**config.mk**
```make
export PLATFORM = sky130hd
export DESIGN_NAME = mcpu_alu
export DESIGN_NICKNAME = d
export VERILOG_FILES = /design/src/rtl/mcpu_alu.sv
export SDC_FILE = /design/constraint.sdc
export NUM_CORES = 1
export LEC_CHECK = 0
export CORE_MARGIN = 2
export CORE_UTILIZATION = 46
export CTS_BUF_LIST = sky130_fd_sc_hd__clkbuf_8 sky130_fd_sc_hd__clkbuf_16
export DETAILED_ROUTE_END_ITERATION = 8
export PLACE_DENSITY = 0.88
export SYNTH_ARGS = -nofsm -noshare
export SYNTH_HDL_FRONTEND = slang
export SYNTH_SLANG_ARGS = --single-unit
export TNS_END_PERCENT = 20
```
**constraint.sdc**
```tcl
create_clock -name clk -period 2.22 [get_ports clk]
set_clock_uncertainty 0.05 [all_clocks]
set_input_delay 0.333 -clock clk [delete_from_list [all_inputs] [get_ports clk]]
set_output_delay 0.333 -clock clk [all_outputs]
set_load 0.02 [all_outputs]
```
**src/rtl/mcpu_alu.sv**
```systemverilog
// Registered 4-function ALU: AND, OR, XOR and unsigned ADD with carry-out.
// One result per clock, one cycle of latency, synchronous active-low reset.
module mcpu_alu #(
  parameter int CMD_SIZE  = 2,
  parameter int WORD_SIZE = 8
) (
  input  logic                 clk,
  input  logic                 rst_n,
  input  logic [CMD_SIZE-1:0]  opcode,
  input  logic [WORD_SIZE-1:0] r1,
  input  logic [WORD_SIZE-1:0] r2,
  output logic [WORD_SIZE-1:0] out,
  output logic                 OVERFLOW
);

  localparam logic [CMD_SIZE-1:0] OP_AND = CMD_SIZE'(0);
  localparam logic [CMD_SIZE-1:0] OP_OR  = CMD_SIZE'(1);
  localparam logic [CMD_SIZE-1:0] OP_XOR = CMD_SIZE'(2);

  // Carry sits in the top bit; every opcode from 3 upward falls into the adder.
  logic [WORD_SIZE:0] result_next;

  always_comb begin
    result_next = '0;
    case (opcode)
      OP_AND:  result_next = {1'b0, r1 & r2};
      OP_OR:   result_next = {1'b0, r1 | r2};
      OP_XOR:  result_next = {1'b0, r1 ^ r2};
      default: result_next = {1'b0, r1} + {1'b0, r2};
    endcase
  end

  always_ff @(posedge clk) begin
    if (!rst_n) begin
      out      <= '0;
      OVERFLOW <= 1'b0;
    end else begin
      out      <= result_next[WORD_SIZE-1:0];
      OVERFLOW <= result_next[WORD_SIZE];
    end
  end

endmodule

```
==> summary.txt <==
Route
  • Pre-Repair DR Iteration Count: 4
  • ANT nets after route: 0
  • # DRC: 0
  • Final WL: 2021 microns
  • Post-DR vias/cell: 5.247
  • Initial DRC Count: 13
  • Drt wl/cell: 11.35 microns
  • Via Count: 934

Synth
  • Warnings, synthesis: 0
  • EDFF count, synth: 0
  • Share of the synthesized area in the top cell type: 21.51%
  • Top cells by area, synth: ha_1 22%, dfxtp_1 19%, inv_1 7.3%
  • Syn_nets: 151
  • Seq cells post-synth: 9
  • Ys flop type: dfxtp_1
  • Syn Area/Cell: 8.166 sq um
  • Seq/Total Area, Yosys: 19.35%
  • Syn Std Cell Area: 930.9 sq um
  • Cell variety after synth: 34
  • Leading area contributor after synthesis: ha_1
  • Post-synth ARST share: 0%
  • Synth Instances: 114

Cells and area
  • Design Area, Final: 1355 sq um
  • Ant. Diodes: 0
  • Layout cell share with drive strength beyond 1: 12.58%
  • Total Nets Final: 189
  • Area growth from synthesis to layout: 45.56%

Setup path
  • Critical Path Sink Type: flop
  • Critical Path AT: 2260 ps
  • Critical path class: input pin to flop
  • Critical-path cell list: clkdlybuf4s50_1, ha_1, inv_1, fa_2, nor2b_4, o31a_1, mux2_4, a2111oi_4
  • Crit start category: input pin
  • Worst path max stage delay: 430 ps
  • Slowest CP cell: clkdlybuf4s50_1
  • WP data required: 2300 ps
  • Worst-path fanout max: 3

Timing
  • Final min period: 2177 ps
  • # setup viols final: 0
  • Slew HR: 68.65%
  • Final number of hold-violating endpoints: 0
  • PnR worst setup slack: 42.51 ps
  • Least-Margin Pin Slew: 468.9 ps
  • RSZ-0062 raised after global routing: yes
  • Highest Clock Rate: 459.2 MHz
  • Hold WS: 750.2 ps
  • Max Slew Vio Count: 0
  • Crit share post-route: 98.09%

Power and ir drop
  • Leakage: 0.6380 nW
  • Power per cell area: 455.6 nW/um^2
  • Overall power: 617.3 uW
  • VDD IR max: 264.4 uV

Global routing
  • Number of global-route vias before repair: 866
  • Grt ovf: 0
  • Largest net degree at the start of global routing: 15
  • Global Route Usage Sum: 18.85%
  • Initial antenna violation count: 0
  • Global-route wire length before repair: 3567 microns

Run
  • Max_cap viols: 0

Clock tree
  • CTS tree: built
  • Sink Count: 9
  • TritonCTS buffer count: 3
  • Clock-pin transition on the worst setup and hold timing paths: 40 ps
  • Max Buffers Root-to-Sink: 2
  • H-tree depth: 1
  • Hold bufs inserted after CTS: 0
  • Post-CTS Setup Inserts: 0
  • Root buffer cell: clkbuf_8

Floorplan
  • Die height: 48.99 microns
  • IO Pins: 29
  • Initial Util: 47.94%
  • Die width: 48.99 microns
  • DIE AREA: 2400 sq um
  • Core Area: 1942 sq um
  • Rows: 16

Placed design
  • Hpwl dp: 1717 microns
  • Port buffer count: 28
  • Post-DP Area: 1294 sq um
  • Post-place setup slack: -203.9 ps
  • RD Place Congestion: 0.8860

Hold path
  • Worst Hold Class: input pin to flop

Run status
  • Status: finished, final reports clean
[cells in the mapped netlist, drive strengths merged, types with 2 or more instances]
master / count
inv: 18
ha: 16
nor2: 10
a21oi: 9
dfxtp: 9
o21ai: 6
a211oi: 4
mux2i: 4
nand2: 4
o21a: 4
buf: 3
xor2: 3
nand2b: 2
nor2b: 2
o211ai: 2
o22ai: 2
[timing repair]
action,CTS,global route
resized for setup,0,4
setup endpoints to repair,0,3
hold endpoints to repair,0,0
[report_power, final]
| part | switching [mW] | internal [mW] | total, mW |
|---|---|---|---|
| logic | 0.124 | 0.135 | 0.259 |
| registers | 0.00303 | 0.177 | 0.180 |
| clock network | 0.0584 | 0.120 | 0.178 |
| total | 0.185 | 0.432 | 0.617 |
[state kept, by name (all words and copies together) (netlist names)]
name / count
OVERFLOW: 1
out: 8
[critical path, delay by kind of cell]
family / cells / cell delay, ps
AOI/OAI and AO/OA: 2 / 620
buffers and inverters: 2 / 510
adders and majority gates: 2 / 470
muxes: 1 / 290
and+or+nand+nor: 1 / 40
[layout make-up]
| cell class | instances | area, sq um |
|---|---|---|
| clock buffer | 3 | 41.29 |
| timing repair buffer | 37 | 347.8 |
| clock inverter | 1 | 3.754 |
| tap | 27 | 33.78 |
| sequential | 9 | 180.2 |
| inverter | 18 | 67.56 |
| fill | 155 | 586.8 |
| multi-input combinational | 83 | 680.7 |
[per-stage QoR]
step                TNS (ps)  utilization (%)  instances
floorplan                  0                -        114
global placement      -227.8            66.62        174
detailed placement    -457.2            66.62        174
CTS                        0            68.94        178
global route          -29.89            69.78        178
finish                     0            69.78        178
[final timing paths]
check,startpoint,to,depth (start not counted),slack (ps)
max,r1[0],out[4],8,40
min,rst_n,out[7],3,750
[metal layers]
metal  vias up  global-route usage (%)  part of all wire (%)
li1        465                       -                     -
met1       422                   22.16                    42
met2        39                   31.96                    51
met3         8                   1.534                   4.3
met4         0                   13.81                   3.5
met5         -                       0                     0
[cell families (layout without fill, tap and decap cells)]
group                      count (synthesis)  after routing  share of synthesized area [%]
AOI/OAI and AO/OA                         34             34                          25.54
and+or+nand+nor                           23             23                          12.50
buffers and inverters                     22             59                          9.273
adders and majority gates                 17             17                          23.66
DFF                                        9              9                          19.35
muxes                                      5              5                          5.914
xor gates and xnor gates                   4              4                          3.764
[cell usage in the layout (no fill, tap or decap), types with 4 or more instances in the layout]
cell / count
o21a_1: 4
a21oi_1: 8
nand2_1: 4
clkdlybuf4s50_1: 28
inv_1: 19
buf_4: 9
o21ai_0: 5
dfxtp_1: 9
ha_1: 16
nor2_1: 10
mux2i_1: 4
Note: power is estimated with default switching activity, not from simulation.
